File: config.mk
export PLATFORM = sky130hd
export DESIGN_NAME = mkio_rt_controller_flat
export DESIGN_NICKNAME = d
export VERILOG_FILES = /design/src/rtl/mkio_pkg.sv /design/src/rtl/mkio_if.sv /design/src/rtl/mkio_cmd_decode.sv /design/src/rtl/mkio_rt_controller.sv /design/src/flat_wrapper.sv
export SDC_FILE = /design/constraint.sdc
export NUM_CORES = 1
export LEC_CHECK = 0
export CORE_UTILIZATION = 47
export CTS_CLUSTER_DIAMETER = 100
export DETAILED_ROUTE_END_ITERATION = 6
export GPL_TIMING_DRIVEN = 0
export PLACE_DENSITY = 0.95
export SYNTH_ARGS = -nofsm -noshare
export SYNTH_HDL_FRONTEND = slang
export SYNTH_SLANG_ARGS = --single-unit
File: constraint.sdc
create_clock -name clk -period 4.7 [get_ports clk]
set_input_delay 0.705 -clock clk [delete_from_list [all_inputs] [get_ports clk]]
set_output_delay 0.705 -clock clk [all_outputs]
set_load 0.05 [all_outputs]
File: src/rtl/mkio_pkg.sv
// Shared types for the MKIO remote-terminal controller.
// Command word layout, state encoding and broadcast address.
package mkio_pkg;

    localparam int MKIO_WORD_W = 16;
    localparam logic [4:0] BCAST_ADDR = 5'd31;

    typedef enum logic [1:0] {
        ST_IDLE,
        ST_START,
        ST_ACTIVE,
        ST_ABORT
    } state_t;

    // Field order fixes the bit positions: addr[15:11] tr[10] sa[9:5] wc[4:0]
    typedef struct packed {
        logic [4:0] addr;
        logic       tr;
        logic [4:0] sa;
        logic [4:0] wc;
    } cmd_t;

endpackage

File: src/rtl/mkio_if.sv
// Word receiver / transmitter link seen by the RT controller.
// master = Manchester PHY side, slave = controller side.
interface mkio_if;
    import mkio_pkg::*;

    logic                   rx_done;
    logic [MKIO_WORD_W-1:0] rx_data;
    logic                   rx_cd;
    logic                   p_error;
    logic [MKIO_WORD_W-1:0] tx_data;
    logic                   tx_cd;
    logic                   tx_ready;

    modport master (
        output rx_done, rx_data, rx_cd, p_error,
        input  tx_data, tx_cd, tx_ready
    );

    modport slave (
        input  rx_done, rx_data, rx_cd, p_error,
        output tx_data, tx_cd, tx_ready
    );

endinterface

File: src/rtl/mkio_cmd_decode.sv
// Combinational command-word check: accept flag, device index, broadcast.
// Receive-only: T/R=1 and unserved subaddresses are refused.
module mkio_cmd_decode
    import mkio_pkg::*;
#(
    parameter logic [4:0] RT_ADDRESS = 5'd1,
    parameter int         NUM_DEV    = 4,
    parameter logic [4:0] SA_BASE    = 5'd1,
    parameter int         IDX_W      = 2
) (
    input  logic [MKIO_WORD_W-1:0] word,
    input  logic                   cd,
    input  logic                   p_error,
    output logic                   accept,
    output logic [IDX_W-1:0]       dev_idx,
    output logic                   bcast
);

    cmd_t c;
    logic addr_ok;
    logic sa_ok;
    logic unused_wc;

    assign c         = cmd_t'(word);
    assign unused_wc = ^c.wc;
    assign bcast     = (c.addr == BCAST_ADDR);
    assign addr_ok   = bcast | (c.addr == RT_ADDRESS);
    assign sa_ok     = (c.sa >= SA_BASE) &&
                       ({1'b0, c.sa} < ({1'b0, SA_BASE} + 6'(NUM_DEV)));
    assign dev_idx   = IDX_W'(c.sa - SA_BASE);
    assign accept    = cd & ~p_error & addr_ok & ~c.tr & sa_ok;

endmodule

File: src/rtl/mkio_rt_controller.sv
// MKIO remote-terminal message controller: command dispatch to the
// per-subaddress devices, response muxing, timeout and supersession.
module mkio_rt_controller
    import mkio_pkg::*;
#(
    parameter logic [4:0]  RT_ADDRESS = 5'd1,
    parameter int          NUM_DEV    = 4,
    parameter logic [4:0]  SA_BASE    = 5'd1,
    parameter logic [15:0] TIMEOUT    = 16'd2000
) (
    input  logic                           clk,
    input  logic                           reset,
    mkio_if.slave                          bus,
    output logic [NUM_DEV-1:0]             dev_start,
    output logic [NUM_DEV-1:0]             dev_reset,
    input  logic [NUM_DEV-1:0]             dev_busy,
    input  logic [MKIO_WORD_W*NUM_DEV-1:0] dev_tx_data,
    input  logic [NUM_DEV-1:0]             dev_tx_cd,
    input  logic [NUM_DEV-1:0]             dev_tx_ready,
    output logic                           msg_done,
    output logic                           msg_timeout,
    output logic                           cmd_reject
);

    localparam int IDX_W = (NUM_DEV > 1) ? $clog2(NUM_DEV) : 1;

    state_t                 state, nxt;
    logic [IDX_W-1:0]       sel, sel_n, pend_sel, ps_n;
    logic                   bcast, bcast_n, pend_bcast, pb_n;
    logic                   pend_valid, pv_n;
    logic                   seen_busy, seen_n;
    logic [15:0]            timer, timer_n;
    logic [NUM_DEV-1:0]     start_n, dreset_n;
    logic                   done_n, tmo_n, rej_n;
    logic                   new_cmd, acc, d_bc;
    logic [IDX_W-1:0]       d_idx;
    logic [MKIO_WORD_W-1:0] txd_q;
    logic                   txc_q, txr_q;

    mkio_cmd_decode #(
        .RT_ADDRESS (RT_ADDRESS),
        .NUM_DEV    (NUM_DEV),
        .SA_BASE    (SA_BASE),
        .IDX_W      (IDX_W)
    ) u_dec (
        .word    (bus.rx_data),
        .cd      (bus.rx_cd),
        .p_error (bus.p_error),
        .accept  (acc),
        .dev_idx (d_idx),
        .bcast   (d_bc)
    );

    assign new_cmd = bus.rx_done & bus.rx_cd;

    always_comb begin
        nxt      = state;
        sel_n    = sel;
        bcast_n  = bcast;
        timer_n  = timer;
        seen_n   = seen_busy;
        pv_n     = pend_valid;
        ps_n     = pend_sel;
        pb_n     = pend_bcast;
        start_n  = '0;
        dreset_n = '0;
        done_n   = 1'b0;
        tmo_n    = 1'b0;
        rej_n    = 1'b0;
        unique case (state)
            ST_IDLE: begin
                if (new_cmd && acc) begin
                    sel_n   = d_idx;
                    bcast_n = d_bc;
                    nxt     = ST_START;
                end else if (new_cmd) begin
                    rej_n = 1'b1;
                end
            end
            ST_START: begin
                start_n[sel] = 1'b1;
                timer_n      = '0;
                seen_n       = 1'b0;
                nxt          = ST_ACTIVE;
            end
            ST_ACTIVE: begin
                if (dev_busy[sel])
                    seen_n = 1'b1;
                if (bus.rx_done || dev_tx_ready[sel])
                    timer_n = '0;
                else if (timer != 16'hFFFF)
                    timer_n = timer + 16'd1;
                // New command outranks timeout, which outranks completion
                if (new_cmd) begin
                    pv_n          = acc;
                    ps_n          = d_idx;
                    pb_n          = d_bc;
                    rej_n         = ~acc;
                    dreset_n[sel] = 1'b1;
                    nxt           = ST_ABORT;
                end else if (timer == TIMEOUT) begin
                    pv_n          = 1'b0;
                    tmo_n         = 1'b1;
                    dreset_n[sel] = 1'b1;
                    nxt           = ST_ABORT;
                end else if (!dev_busy[sel] && seen_busy) begin
                    done_n = 1'b1;
                    nxt    = ST_IDLE;
                end
            end
            ST_ABORT: begin
                // Pending command restarts straight away so its start
                // pulse follows the abort pulse by one clock
                if (pend_valid) begin
                    sel_n             = pend_sel;
                    bcast_n           = pend_bcast;
                    start_n[pend_sel] = 1'b1;
                    timer_n           = '0;
                    seen_n            = 1'b0;
                    pv_n              = 1'b0;
                    nxt               = ST_ACTIVE;
                end else begin
                    nxt = ST_IDLE;
                end
            end
            default: nxt = ST_IDLE;
        endcase
    end

    always_ff @(posedge clk or negedge reset) begin
        if (!reset) begin
            state       <= ST_IDLE;
            sel         <= '0;
            bcast       <= 1'b0;
            timer       <= '0;
            seen_busy   <= 1'b0;
            pend_valid  <= 1'b0;
            pend_sel    <= '0;
            pend_bcast  <= 1'b0;
            dev_start   <= '0;
            dev_reset   <= '0;
            msg_done    <= 1'b0;
            msg_timeout <= 1'b0;
            cmd_reject  <= 1'b0;
            txd_q       <= '0;
            txc_q       <= 1'b0;
            txr_q       <= 1'b0;
        end else begin
            state       <= nxt;
            sel         <= sel_n;
            bcast       <= bcast_n;
            timer       <= timer_n;
            seen_busy   <= seen_n;
            pend_valid  <= pv_n;
            pend_sel    <= ps_n;
            pend_bcast  <= pb_n;
            dev_start   <= start_n;
            dev_reset   <= dreset_n;
            msg_done    <= done_n;
            msg_timeout <= tmo_n;
            cmd_reject  <= rej_n;
            if (state == ST_ACTIVE && nxt == ST_ACTIVE) begin
                txd_q <= dev_tx_data[{sel, 4'b0000} +: MKIO_WORD_W];
                txc_q <= dev_tx_cd[sel];
                txr_q <= dev_tx_ready[sel] & ~bcast;
            end else begin
                txd_q <= '0;
                txc_q <= 1'b0;
                txr_q <= 1'b0;
            end
        end
    end

    assign bus.tx_data  = txd_q;
    assign bus.tx_cd    = txc_q;
    assign bus.tx_ready = txr_q;

endmodule

File: src/flat_wrapper.sv
// flat-port wrapper written by rule: the top's interface ports become plain ports
module mkio_rt_controller_flat import mkio_pkg::*;
#(
    parameter logic [4:0]  RT_ADDRESS = 5'd1,
    parameter int          NUM_DEV    = 4,
    parameter logic [4:0]  SA_BASE    = 5'd1,
    parameter logic [15:0] TIMEOUT    = 16'd2000
)
  (clk, reset, dev_start, dev_reset, dev_busy, dev_tx_data, dev_tx_cd, dev_tx_ready, msg_done, msg_timeout, cmd_reject, bus_rx_done, bus_rx_data, bus_rx_cd, bus_p_error, bus_tx_data, bus_tx_cd, bus_tx_ready);
  mkio_if bus_i ();
  input  logic clk;
  input  logic reset;
  output logic [NUM_DEV-1:0] dev_start;
  output logic [NUM_DEV-1:0] dev_reset;
  input  logic [NUM_DEV-1:0] dev_busy;
  input  logic [MKIO_WORD_W*NUM_DEV-1:0] dev_tx_data;
  input  logic [NUM_DEV-1:0] dev_tx_cd;
  input  logic [NUM_DEV-1:0] dev_tx_ready;
  output logic msg_done;
  output logic msg_timeout;
  output logic cmd_reject;
  input wire logic [$bits(bus_i.rx_done)-1:0] bus_rx_done;
  input wire logic [$bits(bus_i.rx_data)-1:0] bus_rx_data;
  input wire logic [$bits(bus_i.rx_cd)-1:0] bus_rx_cd;
  input wire logic [$bits(bus_i.p_error)-1:0] bus_p_error;
  output wire logic [$bits(bus_i.tx_data)-1:0] bus_tx_data;
  output wire logic [$bits(bus_i.tx_cd)-1:0] bus_tx_cd;
  output wire logic [$bits(bus_i.tx_ready)-1:0] bus_tx_ready;
  assign bus_i.rx_done = bus_rx_done;
  assign bus_i.rx_data = bus_rx_data;
  assign bus_i.rx_cd = bus_rx_cd;
  assign bus_i.p_error = bus_p_error;
  assign bus_tx_data = bus_i.tx_data;
  assign bus_tx_cd = bus_i.tx_cd;
  assign bus_tx_ready = bus_i.tx_ready;
  mkio_rt_controller #(.RT_ADDRESS(RT_ADDRESS), .NUM_DEV(NUM_DEV), .SA_BASE(SA_BASE), .TIMEOUT(TIMEOUT)) u_core (.clk(clk), .reset(reset), .bus(bus_i), .dev_start(dev_start), .dev_reset(dev_reset), .dev_busy(dev_busy), .dev_tx_data(dev_tx_data), .dev_tx_cd(dev_tx_cd), .dev_tx_ready(dev_tx_ready), .msg_done(msg_done), .msg_timeout(msg_timeout), .cmd_reject(cmd_reject));
endmodule
Word-level counts from Yosys, hierarchy flattened. Index checks and enable logic that the tools add are counted.

$lt $le $gt $ge: 6. Bitwise gates (word level): 11. Muxes and demuxes: 51. Add/sub/neg operators: 2. Shift operators: 1. Reduce and logical (&&, ||, !) cells: 17. Equal/unequal tests: 13.

Operator list (count): $mux 16 (4); $shiftx 64x7->16 (1); $pmux 16 s3 (1); $mux 1 (23); $add 16x1->16 const B (1); $eq 16x11->1 const B (1); $mux 4 (4); $ne 16x16->1 const B (1); $mux 2 (7); $reduce_and 3->1 (3); $pmux 2 s4 (1); $pmux 4 s2 (1); $and 1x1->1 (6); $bmux 1 s2 (3); $eq 2x2->1 const B (3); $logic_and 1x1->1 (6); $lt 2x3->1 const B (2); $ne 2x1->1 const B (3); $ne 3x1->1 const B (2); $pmux 1 s2 (3); $eq 5x1->1 const B (1); $eq 5x5->1 const B (1); $ge 5x1->1 const B (1); $lt 5x3->1 const B (1); other kinds (14) (21).

Bits in registers: 55. Input port bits: 97. Word-level logic and storage cells: 117. Output and inout port bits: 29.

Longest topological paths before layout.
Depth in word-level cells: 11. Gate-level depth with buffers: 7.

Cells and area by module. A second synthesis with hierarchy kept.

Cell total of the unflattened synthesis: 272. Area total of the unflattened synthesis: 3046.7 um^2.

By module, submodules not included: mkio_rt_controller (times used 1, cells each 260, area an instance 2970.3 um^2); mkio_cmd_decode (times used 1, cells each 12, area an instance 76.3 um^2).

Worst setup path after synthesis. No wires, ideal clock.

Kind: input -> register. Start: in dev_tx_ready[3]. End: reg u_core.timer[7]. Stages: 4. Path slack: 2521 ps. Arrival: 2110 ps. Setup time: 69 ps. Cells stage by stage: mux4_2 or3_4 or4_1 nand3_1.

Word-level cells in the longest chain between the ends: 5. Elaborated cells on any way between the ends: 7. Classes of those cells: 1 x eq/ne; 4 x mux; 2 x reduce/logical.

RTL lines: from (decl) (RTL line flat_wrapper.sv:18) `input logic [NUM_DEV-1:0] dev_tx_ready;`; $bmux 1 s2 * (RTL line mkio_rt_controller.sv:89) `if (bus.rx_done || dev_tx_ready[sel])`; $mux 1 (not written as such) * (RTL line mkio_rt_controller.sv:89); $logic_or 1x1->1 * (RTL line mkio_rt_controller.sv:89); $ne 3x1->1 (no source line) / $mux 16 (equally long branches); $reduce_and 3->1 (no source line) / $pmux 16 s3 (equally long branches); to (signal assigned) (RTL line mkio_rt_controller.sv:152) `timer <= timer_n;`; to (decl) (RTL line mkio_rt_controller.sv:32) `logic [15:0] timer, timer_n;`.

Mark *: on every way between the ends. The rest lies on a longest branch, timed or not. The select of a mux whose other input is x is not followed. A chain may end at the register's enable or synchronous reset.

Final worst setup path.
Start: reg u_core.timer[1]. End: reg u_core.timer[3].

Word-level cells in the longest chain between the ends: 4. Elaborated cells on any way between the ends: 7. Classes of those cells: 1 x add/sub; 2 x eq/ne; 3 x mux; 1 x reduce/logical.

RTL lines: $add 16x1->16 (RTL line mkio_rt_controller.sv:92) `timer_n = timer + 16'd1;`; $mux 16 (RTL line mkio_rt_controller.sv:91) `else if (timer != 16'hFFFF)`; $mux 16 (RTL line mkio_rt_controller.sv:89); $pmux 16 s3 (RTL line mkio_rt_controller.sv:70) `unique case (state)`.

Several ways; a longest one is shown, not always the timed one. The select of a mux whose other input is x is not followed.

==> metrics.log <==
INFO  metric run_status = complete, no violations
INFO  metric critical_path.startpoint_type = flip-flop
INFO  metric first_global_vias = 3186
INFO  metric syn_avg_cell_area = 10.88 um^2
INFO  metric ys_ff_latch = 55
INFO  metric layoutNonFillerInstCount = 492
INFO  metric mostFrequentLayoutCells = clkdlybuf4s50_1, dfrtp_1, nand2_1, mux4_2, nor3b_1
INFO  metric max_stage_delay = 1.15 ns
INFO  metric layout.cells.most_common = clkdlybuf4s50_1
INFO  metric cpMaxStageDelayCell = nor4_1
INFO  metric synth_flop_cell = dfrtp_1
INFO  metric die_ht = 83.35 um
INFO  metric via_count = 3051
INFO  metric crit_fanout = 9
INFO  metric multi_input_comb_area = 1613 um^2
INFO  metric clock_sinks = 55
INFO  metric fin_crit = 2.640 ns
INFO  metric rsz0062_at_grt = no
INFO  metric count_of_input_and_output_buffers = 120
INFO  metric wirelength = 9363 um
INFO  metric post-route-cell-area = 4526 um^2
INFO  metric synthSimpleGateAreaFrac = 0.2253
INFO  metric final_nets = 514
INFO  metric initialDrtViolationCount = 353
INFO  metric grt_remaining_overflow = 0
INFO  metric post_synthesis_instance_total = 286
INFO  metric design.portCount = 126
INFO  metric num_antenna_cells = 0
INFO  metric post-route-drc-count = 0
INFO  metric critical_path_arrival = 2.89 ns
INFO  metric grt_antenna_before_repair = 0
INFO  metric met3_length = 685 um
INFO  metric row_count = 29
INFO  metric postCtsSetupBuffers = 0
INFO  metric synth.area.mux_share = 0.1557
INFO  metric path_cells = ha_1 -> nand3_1 -> nor4_1 -> o21ai_0 -> a31oi_1
INFO  metric post-dp-hpwl = 7202 um
INFO  metric tns = 0 ns
INFO  metric hold_buf_cts = 0
INFO  metric m1WireLength = 3348 um
INFO  metric filler_cell_count = 441
INFO  metric criticalPathCategory = reg -> reg
INFO  metric worst_setup_path_end_kind = flip-flop
INFO  metric wp_data_required = 4.95 ns
INFO  metric synth_largest_area_cell = dfrtp_1
INFO  metric ff_latch_area = 1376 um^2
INFO  metric powerDensity = 284.6 nW/um^2
INFO  metric drtAntennaViolNets = 0
INFO  metric fmaxAchievable = 378.7 MHz
INFO  metric layout_setup_ws = 2.060 ns
INFO  metric synth_cell_types = 48
INFO  metric clk-insertion-delay-late = 0.33 ns
INFO  metric drt_pre_antenna_iters = 5
INFO  metric largest_family_of_logic_cells_by_synthesized_area = simple AND/OR/NAND/NOR gates
INFO  metric synthesized_area_fraction_occupied_by_adder_cells = 0.01207
INFO  metric cts_max_path_buffers = 2
INFO  metric drive_above_1_share = 0.1036
INFO  metric initial_utilization = 0.4871
INFO  metric post-synth-top-area-fraction = 0.4425
INFO  metric die-width = 83.35 um
INFO  metric detailroute.wirelength.met2 = 5117 um
INFO  metric numCtsBuffers = 5
INFO  metric detailedPlace.worstSlack = 1.885 ns
INFO  metric cts.repair.resized = 0
INFO  metric post_dp_cell_area = 4423 um^2
INFO  metric die_area = 6947 um^2
INFO  metric power.total = 1.288 mW
INFO  metric timing.final.setup_violations = 0
INFO  metric final.setup_skew = 0.01748 ns
INFO  metric ys.warnings.count = 0
INFO  metric maxCapViolCount = 0
INFO  metric htree_num_levels = 2
INFO  metric synth_enable_flop_cells = 0
INFO  metric synthToLayoutAreaGrowth = 45.49%
INFO  metric cts_root_buffer = clkbuf_8
INFO  metric clock_tree_from_tritoncts = yes
INFO  metric final-hold-violation-count = 0
INFO  metric synth_compound_gate_area_share = 0.1255
INFO  metric grt_first_pass_wirelength = 15520 um
INFO  metric maxSlewHeadroom = 0.06298
INFO  metric route.detailed.vias_per_inst = 6.201
INFO  metric gp_congestion = 0.9065
INFO  metric syn_area = 3110 um^2
INFO  metric worst_voltage_drop_across_the_vdd_grid = 171.2 uV
INFO  metric timing.final.crit_share = 0.5618
INFO  metric drv_slew = 0
INFO  metric post-place-cells = 484
INFO  metric pin_count_of_the_biggest_net_entering_global_routing = 35
INFO  metric worst_setup_hold_path_clk_slew = 0.11 ns
INFO  metric worstHoldPathType = in -> async
INFO  metric worst_pin_slew = 1.393 ns
INFO  metric syn-num-nets = 386
INFO  metric power.leakage = 1.741 nW
INFO  metric placeableCoreArea = 6386 um^2
INFO  metric yosys-top-cells-area = dfrtp_1, mux4_2, nor3b_1
INFO  metric critical_path.n_buffers_inverters = 0
INFO  metric synth_sequential_area_ratio = 0.4425
INFO  metric synth_xor_area_frac = 0
INFO  metric timing.critical_path.max_delay_family = simple AND/OR/NAND/NOR gates
INFO  metric grtUsageTotal = 0.2837
INFO  metric synth_async_sr_flop_share = 1.000
INFO  metric maxUsedRoutingLayer = met4
INFO  metric wl_per_cell = 19.03 um
==> worst register-to-register path: stages, from the launching register on <==
cell	delay, ns
dfrtp_1	0.46
ha_1	0.26
nand3_1	0.18
nor4_1	1.15
o21ai_0	0.27
a31oi_1	0.25
==> cell usage after synthesis, types with 2 or more instances <==
cell	number
a41oi_1	3
nor4_1	6
nand3_1	12
o211ai_1	3
buf_2	4
and4_1	3
a21oi_1	4
nor2_1	13
nor3_1	11
a221o_1	2
nor4b_1	3
inv_1	9
a31oi_1	12
a21o_1	3
o31ai_1	2
nor2b_1	2
and3_1	3
dfrtp_1	55
nand4b_1	2
nor4bb_1	2
o31a_1	3
o21a_1	2
or4_1	4
clkbuf_1	14
o21ai_1	2
o21ai_0	11
nand4_1	6
ha_1	3
mux4_2	19
o22a_1	3
nand2_1	20
nor3b_1	18
nand2b_1	3
mux2_2	5
and2_1	4
or2_2	2
o311a_1	2
==> cell type report <==
class,count,share of cell area
Multi-Input combinational cell,202,0.3564
Clock inverter,2,0.004424
Tap cell,77,0.02129
Clock buffer,6,0.01825
Inverter,9,0.007465
Buffer,20,0.01935
Sequential cell,55,0.3041
Timing Repair Buffer,121,0.2687
==> metrics by stage <==
step,utilization,hold WS (ns)
3_3_place_gp,0.6902,0.4259
4_1_cts,0.7087,0.3490
5_1_grt,0.7087,0.3683
2_1_floorplan,-,0.4063
3_5_place_dp,0.6926,0.4300
6_report,0.7087,0.3331
==> path summary, 6_finish.rpt <==
kind / startpoint / endpoint / slack [ns] / cells past startpoint
min in group clk: u_core.bcast$_DFFE_PN0P_ / u_core.bus.tx_ready$_DFF_PN0_ / 0.46 / 1
max in group asynchronous: reset / u_core.timer[1]$_DFFE_PN0P_ / 3.79 / 2
worst min register to register: u_core.bcast$_DFFE_PN0P_ / u_core.bus.tx_ready$_DFF_PN0_ / 0.46 / 1
worst max-delay path: u_core.timer[1]$_DFFE_PN0P_ / u_core.timer[3]$_DFFE_PN0P_ / 2.06 / 5
worst max register to register: u_core.timer[1]$_DFFE_PN0P_ / u_core.timer[3]$_DFFE_PN0P_ / 2.06 / 5
worst min-delay path: reset / u_core.cmd_reject$_DFF_PN0_ / 0.33 / 1
==> flip-flops by register name, indices dropped and copies added (netlist names) <==
register / flops
u_core.dev_reset: 4
u_core.msg_done: 1
u_core.seen_busy: 1
u_core.state: 2
u_core.bcast: 1
u_core.bus.tx_cd: 1
u_core.pend_sel: 2
u_core.bus.tx_ready: 1
u_core.dev_start: 4
u_core.bus.tx_data: 16
u_core.cmd_reject: 1
u_core.timer: 16
u_core.pend_valid: 1
u_core.msg_timeout: 1
u_core.sel: 2
u_core.pend_bcast: 1
==> logic make-up after synthesis <==
family / count (synthesis)
AO/OA/AOI/OAI: 56
adder cells (fa/ha/maj): 3
buffers and inverters: 29
flip-flops: 55
AND/OR/NAND/NOR: 119
multiplexers: 24
==> where the power goes <==
part | internal, mW | leakage [nW] | switching [mW]
combinational | 0.211 | 0.934 | 0.231
sequential | 0.511 | 0.753 | 0.0350
clock | 0.125 | 0.0533 | 0.175
==> routing by layer <==
layer / GRT usage / vias up
met1: 0.3291 / 1502
met3: 0.07654 / 24
met2: 0.5075 / 161
met4: 0.09091 / 0
li1: - / 1364
met5: 0 / -
(Power assumes the default switching activity.)
